<file path="src/rtl/res_ram_pkg.sv">
// res_ram_pkg: shared constants and types for the result RAM controller.
//   ADDR_W / DATA_W / DEPTH : geometry of the 16384x8 result RAM
//   wr_state_e              : write-port owner (IDLE = producer, CLEAR = zero-fill)
//   RD_HOST / RD_SCAN       : read requester indices (arbiter bit positions)
package res_ram_pkg;

    localparam int ADDR_W = 14;
    localparam int DATA_W = 8;
    localparam int DEPTH  = 16384;  // must equal 2**ADDR_W

    // Last address written by the clear sequencer.
    localparam logic [ADDR_W-1:0] CLR_LAST = ADDR_W'(DEPTH - 1);

    typedef enum logic {
        IDLE  = 1'b0,
        CLEAR = 1'b1
    } wr_state_e;

    localparam int RD_HOST = 0;
    localparam int RD_SCAN = 1;

endpackage

</file>
<file path="src/rtl/res_ram_ctrl_rr_arb2.sv">
// rr_arb2: 2-way round-robin arbiter with combinational grant.
//   clock, reset_n : clock and synchronous active-low reset
//   req_i[1:0]     : request per requester
//   gnt_o[1:0]     : one-hot grant, same cycle as the request
// A lone requester always wins. On a conflict the pointer decides, and after
// every grant the pointer moves to the requester that was not granted.
module rr_arb2 (
    input  logic       clock,
    input  logic       reset_n,
    input  logic [1:0] req_i,
    output logic [1:0] gnt_o
);

    logic ptr_q;  // 0: requester 0 wins a conflict, 1: requester 1 wins

    // NOTE: every combinational output gets a default first, so no path leaves it unassigned and no latch is inferred.
    always_comb begin
        gnt_o = 2'b00;
        case (req_i)
            2'b01:   gnt_o = 2'b01;
            2'b10:   gnt_o = 2'b10;
            2'b11:   gnt_o = ptr_q ? 2'b10 : 2'b01;
            default: gnt_o = 2'b00;
        endcase
    end

    // NOTE: clocked state uses non-blocking assignments so every flop samples pre-edge values.
    always_ff @(posedge clock) begin
        if (!reset_n) begin
            ptr_q <= 1'b0;
        end else if (gnt_o[0]) begin
            ptr_q <= 1'b1;
        end else if (gnt_o[1]) begin
            ptr_q <= 1'b0;
        end
    end

endmodule

</file>
<file path="src/rtl/res_ram_ctrl.sv">
// res_ram_ctrl: owner of the result RAM's single write and single read port.
//   clear_start/clear_busy/clear_done : zero-fill sequencer control/status
//   wr_valid/wr_ready/wr_addr/wr_data : producer write stream (stalled only during CLEAR)
//   rdN_req/rdN_addr/rdN_gnt          : read requests, round-robin between host (rd0) and scan (rd1)
//   rdN_rvalid/rdN_data               : read return, one cycle after the grant
//   ram_*                             : direct connection to the RAM (q is 1-cycle registered)
// Optional build macro RES_RAM_BYPASS_EN: forwards same-cycle write data to a
// colliding read instead of the RAM's undefined read-during-write result.
module res_ram_ctrl
    import res_ram_pkg::*;
(
    input  logic              clock,
    input  logic              reset_n,
    input  logic              clear_start,
    output logic              clear_busy,
    output logic              clear_done,
    input  logic              wr_valid,
    output logic              wr_ready,
    input  logic [ADDR_W-1:0] wr_addr,
    input  logic [DATA_W-1:0] wr_data,
    input  logic              rd0_req,
    input  logic [ADDR_W-1:0] rd0_addr,
    output logic              rd0_gnt,
    output logic              rd0_rvalid,
    output logic [DATA_W-1:0] rd0_data,
    input  logic              rd1_req,
    input  logic [ADDR_W-1:0] rd1_addr,
    output logic              rd1_gnt,
    output logic              rd1_rvalid,
    output logic [DATA_W-1:0] rd1_data,
    output logic              ram_wren,
    output logic [ADDR_W-1:0] ram_wraddress,
    output logic [DATA_W-1:0] ram_data,
    output logic [ADDR_W-1:0] ram_rdaddress,
    input  logic [DATA_W-1:0] ram_q
);

    wr_state_e         state_q;
    logic [ADDR_W-1:0] clr_cnt_q;
    logic              clear_done_q;
    logic [1:0]        req;
    logic [1:0]        gnt;
    logic [1:0]        rvalid_q;
    logic [ADDR_W-1:0] rdaddr_q;
    logic [ADDR_W-1:0] rdaddr_d;
    logic [DATA_W-1:0] ret_data;

    // Write FSM: clear_start is only honoured in IDLE, so a pulse during CLEAR
    // cannot restart the fill. The counter wraps to 0 after CLR_LAST.
    always_ff @(posedge clock) begin
        if (!reset_n) begin
            state_q      <= IDLE;
            clr_cnt_q    <= '0;
            clear_done_q <= 1'b0;
        end else begin
            clear_done_q <= 1'b0;
            case (state_q)
                IDLE: begin
                    if (clear_start) begin
                        state_q   <= CLEAR;
                        clr_cnt_q <= '0;
                    end
                end
                CLEAR: begin
                    clr_cnt_q <= clr_cnt_q + 1'b1;
                    if (clr_cnt_q == CLR_LAST) begin
                        state_q      <= IDLE;
                        clear_done_q <= 1'b1;
                    end
                end
                default: state_q <= IDLE;
            endcase
        end
    end

    assign clear_busy = (state_q == CLEAR);
    assign clear_done = clear_done_q;

    // Write-port mux: the producer is passed straight through while IDLE.
    always_comb begin
        wr_ready      = 1'b1;
        ram_wren      = wr_valid;
        ram_wraddress = wr_addr;
        ram_data      = wr_data;
        if (state_q == CLEAR) begin
            wr_ready      = 1'b0;
            ram_wren      = 1'b1;
            ram_wraddress = clr_cnt_q;
            ram_data      = '0;
        end
    end

    // Read arbitration; reads proceed regardless of the write FSM state.
    assign req[RD_HOST] = rd0_req;
    assign req[RD_SCAN] = rd1_req;

    rr_arb2 u_arb (
        .clock   (clock),
        .reset_n (reset_n),
        .req_i   (req),
        .gnt_o   (gnt)
    );

    assign rd0_gnt = gnt[RD_HOST];
    assign rd1_gnt = gnt[RD_SCAN];

    // The RAM read address holds its last value when nobody is granted.
    always_comb begin
        rdaddr_d = rdaddr_q;
        if (gnt[RD_HOST]) begin
            rdaddr_d = rd0_addr;
        end else if (gnt[RD_SCAN]) begin
            rdaddr_d = rd1_addr;
        end
    end

    assign ram_rdaddress = rdaddr_d;

    // The registered grant tracks the RAM's 1-cycle read latency.
    always_ff @(posedge clock) begin
        if (!reset_n) begin
            rvalid_q <= 2'b00;
            rdaddr_q <= '0;
        end else begin
            rvalid_q <= gnt;
            rdaddr_q <= rdaddr_d;
        end
    end

    assign rd0_rvalid = rvalid_q[RD_HOST];
    assign rd1_rvalid = rvalid_q[RD_SCAN];

`ifdef RES_RAM_BYPASS_EN
    logic              byp_hit_q;
    logic [DATA_W-1:0] byp_data_q;

    // Capture the write data when a granted read collides with the write
    // address (clear writes included), and return it in place of ram_q.
    always_ff @(posedge clock) begin
        if (!reset_n) begin
            byp_hit_q  <= 1'b0;
            byp_data_q <= '0;
        end else begin
            byp_hit_q  <= ram_wren && (ram_wraddress == ram_rdaddress) && (gnt != 2'b00);
            byp_data_q <= ram_data;
        end
    end

    assign ret_data = byp_hit_q ? byp_data_q : ram_q;
`else
    assign ret_data = ram_q;
`endif

    assign rd0_data = ret_data;
    assign rd1_data = ret_data;

endmodule

</file>
<file path="config.mk">
export PLATFORM = sky130hd
export DESIGN_NAME = res_ram_ctrl
export DESIGN_NICKNAME = d
export VERILOG_FILES = /design/src/rtl/res_ram_pkg.sv /design/src/rtl/res_ram_ctrl_rr_arb2.sv /design/src/rtl/res_ram_ctrl.sv
export SDC_FILE = /design/constraint.sdc
export NUM_CORES = 1
export LEC_CHECK = 0
export BUFFER_PORTS_ARGS = -buffer_cell sky130_fd_sc_hd__buf_2
export CAP_MARGIN = 20
export CORE_ASPECT_RATIO = 1.75
export CORE_MARGIN = 4
export CORE_UTILIZATION = 44
export CTS_CLUSTER_SIZE = 20
export DETAILED_ROUTE_END_ITERATION = 6
export MAX_ROUTING_LAYER = met4
export PLACE_DENSITY = 0.77
export SLEW_MARGIN = 10
export SYNTH_ARGS = -nofsm -noshare
export SYNTH_HDL_FRONTEND = slang
export SYNTH_SLANG_ARGS = --single-unit
</file>
<file path="constraint.sdc">
create_clock -name clock -period 1.4 [get_ports clock]
set_input_delay 0.14 -clock clock [delete_from_list [all_inputs] [get_ports clock]]
set_output_delay 0.14 -clock clock [all_outputs]
set_load 0.05 [all_outputs]
</file>
==> results of run 1 <==
## stage by stage
step | hold slack (ns) | setup TNS, ns | util (%) | setup slack [ns] | power [mW]
final | 0.197 | -3.00 | 87.2 | -0.162 | 3.19
after global routing | 0.198 | -4.28 | 87.2 | -0.215 | 3.30
after CTS | 0.190 | -2.52 | 78.8 | -0.136 | 3.04
after detailed placement | 0.281 | -0.161 | 66.9 | -0.0798 | 2.06
after global placement | 0.281 | -0.0629 | 66.9 | -0.0470 | 2.05
after floorplan | 0.295 | -0.263 | - | -0.0231 | 1.86
## synthesized netlist by cell type (all sizes together)
cell type | instances | area share [%]
nand2b | 6 | 1.8
mux2 | 14 | 7.7
nor2b | 23 | 7.0
a21boi | 1 | 0.36
a21bo | 1 | 0.49
buf | 24 | 8.3
inv | 5 | 0.91
nor3b | 15 | 5.5
nand2 | 8 | 1.5
ha | 1 | 0.61
o21ai | 3 | 0.73
a21oi | 9 | 2.2
mux2i | 6 | 2.9
nand3 | 6 | 1.5
a211oi | 15 | 5.5
nand4 | 5 | 2.6
o211ai | 3 | 1.1
dfxtp | 33 | 32
xor2 | 2 | 0.85
clkbuf | 8 | 1.5
or3 | 4 | 1.2
and2 | 2 | 0.61
nor2 | 19 | 3.5
nor3 | 18 | 4.4
nor4 | 17 | 5.2
or2 | 1 | 0.30
## state kept, by name, summed over array words and instances (netlist names)
| name | count |
|---|---|
| clr_cnt_q | 14 |
| rdaddr_q | 14 |
| rvalid_q | 2 |
| clear_busy | 1 |
| clear_done | 1 |
| u_arb.ptr_q | 1 |
## final cells by class
cell class,instances,share of cell area [%]
Tap cell,51,1.63
Inverter,5,0.672
Clock buffer,8,2.30
Sequential cell,33,17.2
Multi-Input combinational cell,179,44.1
Timing Repair Buffer,151,34.1
## what timing repair did
item	in CTS	in global routing
pin swaps	15	10
gates cloned	2	2
setup buffers	7	6
endpoints found under the setup margin	33	44
resized for setup	121	70
## final timing paths
| check | startpoint | end | cells after the start |
|---|---|---|---|
| max | u_arb.ptr_q$_SDFFE_PN0P_ | ram_rdaddress[12] | 5 |
| min | rd0_addr[5] | rdaddr_q[5]$_SDFF_PN0_ | 3 |
| max reg2reg | clear_busy$_SDFF_PN0_ | clr_cnt_q[8]$_SDFFE_PN0P_ | 5 |
| min reg2reg | clr_cnt_q[11]$_SDFFE_PN0P_ | clr_cnt_q[11]$_SDFFE_PN0P_ | 2 |
## power breakdown
part           leakage [nW]  internal, mW  total (mW)  switching [mW]
Clock                0.0455         0.401       0.753           0.352
Sequential            0.273         0.982        1.01          0.0260
Combinational          1.38         0.632        1.43           0.793
Total                  1.70          2.02        3.19            1.17
## per-layer routing
metal / up-vias / global-route usage (%) / share of wire [%]
met4: 0 / 10.6 / 2.5
li1: 1134 / - / -
met5: - / - / 0
met2: 135 / 40.8 / 56
met3: 23 / 4.72 / 7.3
met1: 1133 / 24.9 / 34
## cells by family after synthesis
kind of cell,count (synthesis)
AO/OA/AOI/OAI,32
AND/OR/NAND/NOR,124
multiplexers,20
adder cells (fa/ha/maj),1
flip-flops,33
buffers and inverters,37
XOR/XNOR,2
## worst register-to-register path, stage by stage (launching register included)
cell,delay (ns)
dfxtp_4,0.43
buf_6,0.14
nand4_1,0.15
buf_6,0.18
or3_4,0.36
a21oi_2,0.11
==> run_results.csv, run 1 <==
group,metric,value,unit
global_route,grt_max_degree,35,
place,placed_cells,412,
yosys,synth_compound_area_share,10.3,%
yosys,synth_seq_area_share,32.1,%
critical_path,path_class,"reg -> out",
timing,min_period_over_period,112,%
finish,multiInputGateArea,1720,um2
finish,drive_gt1_share,64.1,%
clocking,clockBufferDepth,2,
power_and_ir_drop,power.leakage,1.70,nW
yosys,synth-simple-area-share,34.9,%
critical_path,cpPeakStageDelay,0.38,ns
critical_path,crit_buf_inv,2,
timing,relSlewSlack,69.2,%
flow_run,max_cap_violations,0,
detailed_routing,drcViolationCount,0,
global_route,grt_pass1_wl,10.7,mm
finish,n_fill_cell,241,
clocking,cts.sinks,33,
detailed_routing,ant_nets,0,
place,io_buffers,99,
clocking,clock-root-buffer,"clkbuf_8",
yosys,syn_inst,249,
place,dp_hpwl,4.56,mm
clocking,cts_buffers,5,
detailed_routing,routed_wl,7.81,mm
critical_path,arrival,1.42,ns
finish,mostFrequentLayoutCell,"buf_2",
finish,fin_nets,440,
finish,fin_area,3910,um2
global_route,antenna_found_initial,0,
timing,fin_skew,0.00434,ns
floorplanning,rows,32,
critical_path,crit_path_cell_trace,"a21bo_4 -> buf_12 -> nor2_4 -> nor3_4 -> buf_6",
run_status,outcome,"finished with violations",
critical_path,startpoint_type,"flop",
timing,maxSlewViolCount,0,
finish,seq_area,673,um2
global_route,first_global_vias,2380,
detailed_routing,vias,2425,
detailed_routing,firstDrtPassIters,4,
floorplanning,die_w,59.7,um
timing,rsz0062_at_grt,"yes",
clocking,clk_pin_slew,0.07,ns
clocking,tritoncts,"yes",
yosys,synth_cell_type_count,31,
yosys,syn_area,2060,um2
floorplanning,die-area,5890,um2
critical_path,reg2reg_slack,-0.04,ns
yosys,synth_adder_area_share,0.607,%
timing,setup_viol,30,
clocking,htree_levels,2,
clocking,holdBufCountCts,0,
yosys,synth_top_family_by_area,"simple AND/OR/NAND/NOR gates",
power_and_ir_drop,vdd_ir_drop_max,0.831,mV
power_and_ir_drop,power_density,815,nW/um2
yosys,yosysWarnings,0,
floorplanning,core,4480,um2
finish,area.growth.synth_to_final,89.7,%
run_status,violations,"negative setup slack",
critical_path,crit_family,"flip-flops",
timing,final-hold-violation-count,0,
clocking,clock_latency,0.28,ns
detailed_routing,routedWlPerCell,18.3,um
yosys,synth.avg_cell_area,8.28,um2
place,gp_congestion,0.870,
timing,tightest_slew,0.459,ns
timing,timing.fmax,640,MHz
critical_path,cp_max_fo,7,
finish,fin_cells,427,
yosys,synthXorXnorAreaFrac,0.850,%
floorplanning,start_util,46.0,%
timing,period_minus_slack,1.56,ns
finish,layout_common_cells,"buf_2, buf_4, dfxtp_1",
yosys,synth_nets,314,
timing,setup_slack,-0.162,ns
global_route,grt-ovfl-total,0,
finish,diodes,0,
floorplanning,top_level_ports,124,
yosys,synth_seq_cells,33,
critical_path,cp.required,1.26,ns
min_path,worst_hold_path_type,"in -> reg",
detailed_routing,drtIter0Drc,79,
global_route,grt_use_total,23.6,%
yosys,synth.area.mux_share,10.6,%
critical_path,cpMaxStageDelayCell,"dfxtp_4",
detailed_routing,viasPerCell,5.68,
place,place_area,3000,um2
floorplanning,die_y,98.5,um
critical_path,cp-end-kind,"output pin",
Power figures use the tool's default switching activity.
==> inputs of run 2 (changes only) <==
==> constraint.sdc (replaced) <==
create_clock -name clock -period 1.6 [get_ports clock]
set_input_delay 0.16 -clock clock [delete_from_list [all_inputs] [get_ports clock]]
set_output_delay 0.16 -clock clock [all_outputs]
set_load 0.05 [all_outputs]
==> run_results.csv, run 2 (synthesized netlist as in run 1, its figures left out) <==
group,metric,value,unit
clocking,clock-root-buffer,"clkbuf_8",
global_route,grt_use_total,20.1,%
critical_path,cp.required,1.44,ns
timing,rsz0062_at_grt,"yes",
power_and_ir_drop,switchingPower,0.913,mW
power_and_ir_drop,switching_share,37.5,%
detailed_routing,drcViolationCount,0,
floorplanning,start_util,46.0,%
finish,diodes,0,
clocking,tritoncts,"yes",
min_path,min_path_cells,2,
clocking,cts.sinks,33,
floorplanning,rows,32,
floorplanning,top_level_ports,124,
power_and_ir_drop,power.leakage,1.34,nW
timing,fin_skew,0.00236,ns
finish,layout_common_cells,"buf_2, dfxtp_1, nor2b_1",
floorplanning,die_y,98.5,um
timing,period_minus_slack,1.57,ns
finish,n_fill_cell,359,
timing,fin_setup_tns,0,ns
detailed_routing,firstDrtPassIters,4,
clocking,cts_buffers,5,
finish,mostFrequentLayoutCell,"buf_2",
min_path,hp-start,"rd1_req",
critical_path,reg2regPathDepth,3,
timing,tightest_slew,0.471,ns
power_and_ir_drop,seq_power_share,36.1,%
flow_run,max_cap_violations,0,
detailed_routing,viasPerCell,5.54,
critical_path,arrival,1.41,ns
critical_path,reg2reg_slack,0.18,ns
global_route,grt-ovfl-total,0,
detailed_routing,vias,2187,
power_and_ir_drop,vdd_ir_drop_max,0.626,mV
floorplanning,die-area,5890,um2
floorplanning,core,4480,um2
critical_path,rr_endpoint,"clr_cnt_q[13]$_SDFFE_PN0P_",
detailed_routing,ant_nets,0,
critical_path,cpPeakStageDelay,0.37,ns
timing,min_period_over_period,98.3,%
power_and_ir_drop,p_clk_share,24.8,%
finish,fin_nets,408,
floorplanning,die_w,59.7,um
critical_path,r2r_start,"clr_cnt_q[2]$_SDFFE_PN0P_",
timing,setup_viol,0,
critical_path,crit_family,"flip-flops",
global_route,antenna_found_initial,0,
global_route,grt_pass1_wl,9.26,mm
detailed_routing,routedWlPerCell,15.0,um
power_and_ir_drop,comb_power_share,39.2,%
finish,area.growth.synth_to_final,51.2,%
min_path,hold_end,"u_arb.ptr_q$_SDFFE_PN0P_",
power_and_ir_drop,p_total,2.43,mW
detailed_routing,routed_wl,5.93,mm
power_and_ir_drop,p_int,1.52,mW
place,io_buffers,99,
clocking,clock_latency,0.28,ns
min_path,worst_hold_path_type,"in -> reg",
critical_path,crit_buf_inv,2,
timing,timing.fmax,636,MHz
timing,relSlewSlack,68.4,%
critical_path,cpMaxStageDelayCell,"dfxtp_4",
critical_path,cp-end-kind,"output pin",
clocking,htree_levels,2,
place,gp_congestion,0.795,
clocking,clk_pin_slew,0.07,ns
power_and_ir_drop,power_density,781,nW/um2
place,dp_hpwl,4.19,mm
critical_path,startpoint_type,"flop",
global_route,first_global_vias,2139,
detailed_routing,drtIter0Drc,61,
finish,top_regs,"clr_cnt_q: 14 flops, rdaddr_q: 14 flops, rvalid_q: 2 flops",
global_route,grt_max_degree,27,
clocking,clockBufferDepth,2,
clocking,holdBufCountCts,0,
critical_path,crit_path_cell_trace,"a21bo_4 -> buf_12 -> nor2_2 -> nor3_2 -> buf_6",
run_status,outcome,"finished, final reports clean",
critical_path,path_class,"reg -> out",
finish,drive_gt1_share,55.5,%
timing,final-hold-violation-count,0,
critical_path,cp_max_fo,8,
timing,maxSlewViolCount,0,
## run 2: worst max-delay path by stage
stage                     cells past startpoint  slack (ns)               end                startpoint
after floorplan                               3       -0.04       ram_data[2]     clear_busy$_SDFF_PN0_
after CTS                                     3       -0.01  ram_wraddress[8]     clear_busy$_SDFF_PN0_
after global placement                        4        0.10  ram_rdaddress[2]  u_arb.ptr_q$_SDFFE_PN0P_
after detailed placement                      4        0.08  ram_rdaddress[2]  u_arb.ptr_q$_SDFFE_PN0P_
final                                         5        0.03  ram_rdaddress[2]  u_arb.ptr_q$_SDFFE_PN0P_
after global routing                          5       -0.03  ram_rdaddress[4]  u_arb.ptr_q$_SDFFE_PN0P_
## run 2: power by group through the flow
stage                     clock network [mW]  registers [mW]  logic, mW
after CTS                              0.630           0.877      0.857
after detailed placement                   0           0.894      0.792
after floorplan                            0           0.907      0.673
after global routing                   0.655           0.881       1.01
after global placement                     0           0.893      0.782
final                                  0.603           0.878      0.953
## run 2: through the flow
step                worst slack [ns]  util [%]  cells  cell area [um2]  hold WS, ns
floorplan                    -0.0418         -    249             2140        0.315
global placement               0.103      58.6    383             2630        0.321
detailed placement            0.0802      58.6    383             2630        0.321
CTS                          -0.0148      64.1    393             2870        0.144
global route                 -0.0282      69.5    395             3120        0.164
finish                        0.0271      69.5    395             3120        0.168
## run 2: layer usage
layer | vias to the layer above | wire length [um] | global-route usage [%] | part of all wire [%]
li1 | 1067 | - | - | -
met1 | 1038 | 2240 | 21.0 | 38
met2 | 73 | 3270 | 35.8 | 55
met3 | 9 | 347 | 3.80 | 5.9
met4 | 0 | 68 | 7.00 | 1.1
met5 | - | 0 | - | 0
## run 2: area by class of cell
type | count | area (um2) | share of cell area [%]
clock buffers | 8 | 80.1 | 2.57
inverters | 5 | 22.5 | 0.723
multi-input cells | 179 | 1480 | 47.4
flip-flops and latches | 33 | 668 | 21.4
well taps | 51 | 63.8 | 2.05
repair buffers | 119 | 805 | 25.8
## run 2: repair_timing
| item | in CTS | in global routing |
|---|---|---|
| endpoints found under the setup margin | 27 | 27 |
| gates cloned | 0 | 1 |
| buffers inserted | 2 | 1 |
| pin swaps | 0 | 9 |
| gates resized for setup | 36 | 54 |
## run 2: worst reg2reg max path, cell delays in order, from the launching register on
cell	delay [ns]
dfxtp_1	0.46
nand4_2	0.28
nor4_1	0.39
mux2i_1	0.22
==> inputs of run 3 (changes only) <==
--- a/config.mk
+++ b/config.mk
@@ -5,16 +5,19 @@
 export SDC_FILE = /design/constraint.sdc
 export NUM_CORES = 1
 export LEC_CHECK = 0
+export ABC_AREA = 1
 export BUFFER_PORTS_ARGS = -buffer_cell sky130_fd_sc_hd__buf_2
 export CAP_MARGIN = 20
 export CORE_ASPECT_RATIO = 1.75
 export CORE_MARGIN = 4
-export CORE_UTILIZATION = 44
+export CORE_UTILIZATION = 43
 export CTS_CLUSTER_SIZE = 20
 export DETAILED_ROUTE_END_ITERATION = 6
 export MAX_ROUTING_LAYER = met4
-export PLACE_DENSITY = 0.77
+export PLACE_DENSITY = 0.76
+export SETUP_SLACK_MARGIN = 0.05
 export SLEW_MARGIN = 10
 export SYNTH_ARGS = -nofsm -noshare
 export SYNTH_HDL_FRONTEND = slang
+export SYNTH_HIERARCHICAL = 1
 export SYNTH_SLANG_ARGS = --single-unit
==> run_results.csv, run 3 <==
group,metric,value,unit
timing,maxSlewViolCount,0,
yosys,syn_area,2030,um2
yosys,synth.avg_cell_area,6.50,um2
clocking,clock_latency,0.29,ns
floorplanning,die-area,5920,um2
critical_path,cp.required,1.44,ns
timing,whs,0.160,ns
floorplanning,die_w,59.9,um
finish,seq_area,663,um2
yosys,synth_top_area_share,32.6,%
critical_path,startpoint_type,"flop",
finish,area.growth.synth_to_final,58.5,%
yosys,yosysWarnings,6,
min_path,worst_hold_path_type,"in -> reg",
critical_path,cpPeakStageDelay,0.33,ns
global_route,grt_pass1_wl,9.36,mm
floorplanning,top_level_ports,124,
timing,setup_viol,12,
finish,mostFrequentLayoutCell,"buf_2",
critical_path,reg2regPathDepth,6,
yosys,syn_inst,312,
detailed_routing,routed_wl,6.41,mm
yosys,synth_edf_count,0,
yosys,netlist_top_cells_area,"dfxtp_1, nand2_1, nor2_1",
power_and_ir_drop,power.leakage,1.47,nW
yosys,yosysTopAreaCell,"dfxtp_1",
place,io_buffers,99,
critical_path,crit_family,"buffers and inverters",
clocking,clk_pin_slew,0.07,ns
timing,relSlewSlack,79.5,%
global_route,grt_max_degree,20,
place,dp_hpwl,4.47,mm
yosys,synth_seq_cells,33,
detailed_routing,drcViolationCount,0,
flow_run,max_cap_violations,0,
clocking,cts_buffers,5,
finish,n_fill_cell,350,
critical_path,cp_max_fo,8,
critical_path,cpMostUsedCell,"a21oi_4",
timing,timing.fmax,600,MHz
clocking,tritoncts,"yes",
finish,fin_nets,469,
critical_path,reg2reg_slack,0.28,ns
global_route,grt-ovfl-total,0,
floorplanning,start_util,45.2,%
yosys,async_flop_share,0,%
critical_path,crit_path_cell_trace,"nand2_4 -> and2_4 -> buf_12 -> a21oi_4 -> a21oi_4 -> buf_6",
timing,min_period_over_period,104,%
min_path,hold_end,"u_arb/ptr_q$_SDFFE_PN0P_",
finish,layout_common_cells,"buf_2, nand2_1, nor2_1",
detailed_routing,drtIter0Drc,85,
yosys,synth_seq_area_share,32.6,%
finish,multiInputGateArea,1400,um2
floorplanning,die_y,98.9,um
finish,drive_gt1_share,49.9,%
finish,diodes,0,
timing,period_minus_slack,1.67,ns
critical_path,crit_buf_inv,2,
global_route,grt_use_total,20.7,%
detailed_routing,routedWlPerCell,14.0,um
min_path,min_path_cells,4,
timing,fin_skew,0.00398,ns
critical_path,cp-end-kind,"output pin",
detailed_routing,viasPerCell,5.04,
clocking,clock-root-buffer,"clkbuf_8",
run_status,outcome,"finished with violations",
detailed_routing,vias,2298,
min_path,hp-start,"rd1_req",
yosys,synthFlopType,"dfxtp_1",
power_and_ir_drop,vdd_ir_drop_max,0.602,mV
run_status,violations,"negative setup slack",
timing,final-hold-violation-count,0,
critical_path,cpMaxStageDelayCell,"dfxtp_2",
floorplanning,core,4480,um2
timing,fin_setup_tns,-0.455,ns
detailed_routing,ant_nets,0,
critical_path,r2r_start,"clr_cnt_q[1]$_SDFFE_PN0P_",
timing,setup_slack,-0.0658,ns
timing,tightest_slew,0.306,ns
critical_path,rr_endpoint,"clr_cnt_q[8]$_SDFFE_PN0P_",
floorplanning,rows,32,
clocking,clockBufferDepth,2,
timing,rsz0062_at_grt,"yes",
global_route,first_global_vias,2298,
critical_path,arrival,1.51,ns
critical_path,path_class,"reg -> out",
detailed_routing,firstDrtPassIters,4,
clocking,htree_levels,2,
yosys,synth_top_cells_by_count,"nand2_1, nor2_1, dfxtp_1, inv_1, a21oi_1",
clocking,cts.sinks,33,
place,gp_congestion,0.888,
finish,top_regs,"clr_cnt_q: 14 flops, rdaddr_q: 14 flops, rvalid_q: 2 flops",
global_route,antenna_found_initial,0,
yosys,yosysMostFrequentCell,"nand2_1",
yosys,synth_cell_type_count,29,
power_and_ir_drop,power_density,867,nW/um2
yosys,synth_nets,377,
[run 3: power by group]
group / switching (mW) / internal, mW / leakage, nW / total (mW)
clock: 0.319 / 0.506 / 0.0574 / 0.825
sequential: 0.0220 / 0.863 / 0.271 / 0.885
combinational: 0.688 / 0.390 / 1.14 / 1.08
total: 1.03 / 1.76 / 1.47 / 2.79
[run 3: tightest hold or removal path, stage by stage]
cell     delay, ns
buf_2         0.11
nand2_4       0.06
nand2_1       0.05
nor2_1        0.03
[run 3: worst max path at each step]
| stage | to | startpoint | slack [ns] | cells after the start |
|---|---|---|---|---|
| final | ram_rdaddress[7] | u_arb/ptr_q$_SDFFE_PN0P_ | -0.07 | 6 |
| after global routing | ram_rdaddress[13] | u_arb/ptr_q$_SDFFE_PN0P_ | -0.13 | 7 |
| after CTS | ram_rdaddress[7] | u_arb/ptr_q$_SDFFE_PN0P_ | -0.07 | 6 |
| after detailed placement | ram_rdaddress[0] | rd1_req | 0.13 | 7 |
| after global placement | ram_rdaddress[7] | u_arb/ptr_q$_SDFFE_PN0P_ | 0.17 | 6 |
| after floorplan | ram_data[0] | clear_busy$_SDFF_PN0_ | -0.02 | 3 |
[run 3: cell families (layout without fill, tap and decap cells)]
kind of cell,Yosys count,count (layout),share of synthesized area [%]
and+or+nand+nor,167,167,36.6
DFF,33,33,32.6
buffers and inverters,61,154,15.6
AOI/OAI and AO/OA,50,50,14.6
adders and majority gates,1,1,0.617
[run 3: per-layer routing]
layer  track usage (%)  wire [um]  share of wire, %
met4              10.2        241               3.8
met5                 -          0                 0
met1              18.9       2200                34
met3              5.37        469               7.3
met2              37.3       3490                55
[run 3: what timing repair did]
action | CTS | global route
pin swaps | 1 | 12
setup endpoints to repair | 17 | 27
hold buffers | 0 | 0
resized for setup | 37 | 44
gates cloned | 0 | 3
setup buffers | 1 | 5
[run 3: metrics by stage]
stage	utilization (%)	worst slack [ns]	instances	area (um2)	power, mW
final	71.7	-0.0658	456	3220	2.79
after global routing	71.7	-0.129	456	3220	2.90
after CTS	66.9	-0.0702	448	3000	2.70
after detailed placement	61.5	0.130	439	2760	1.80
after global placement	61.5	0.170	439	2760	1.79
after floorplan	-	-0.0167	312	2340	1.70
[run 3: layout make-up]
class / count / area share (%)
timing repair inverter: 1 / 0.506
clock buffer: 6 / 2.57
inverter: 31 / 4.09
clock inverter: 2 / 1.17
timing repair buffer: 114 / 25.4
tap: 51 / 1.98
multi-input combinational: 218 / 43.6
sequential: 33 / 20.6
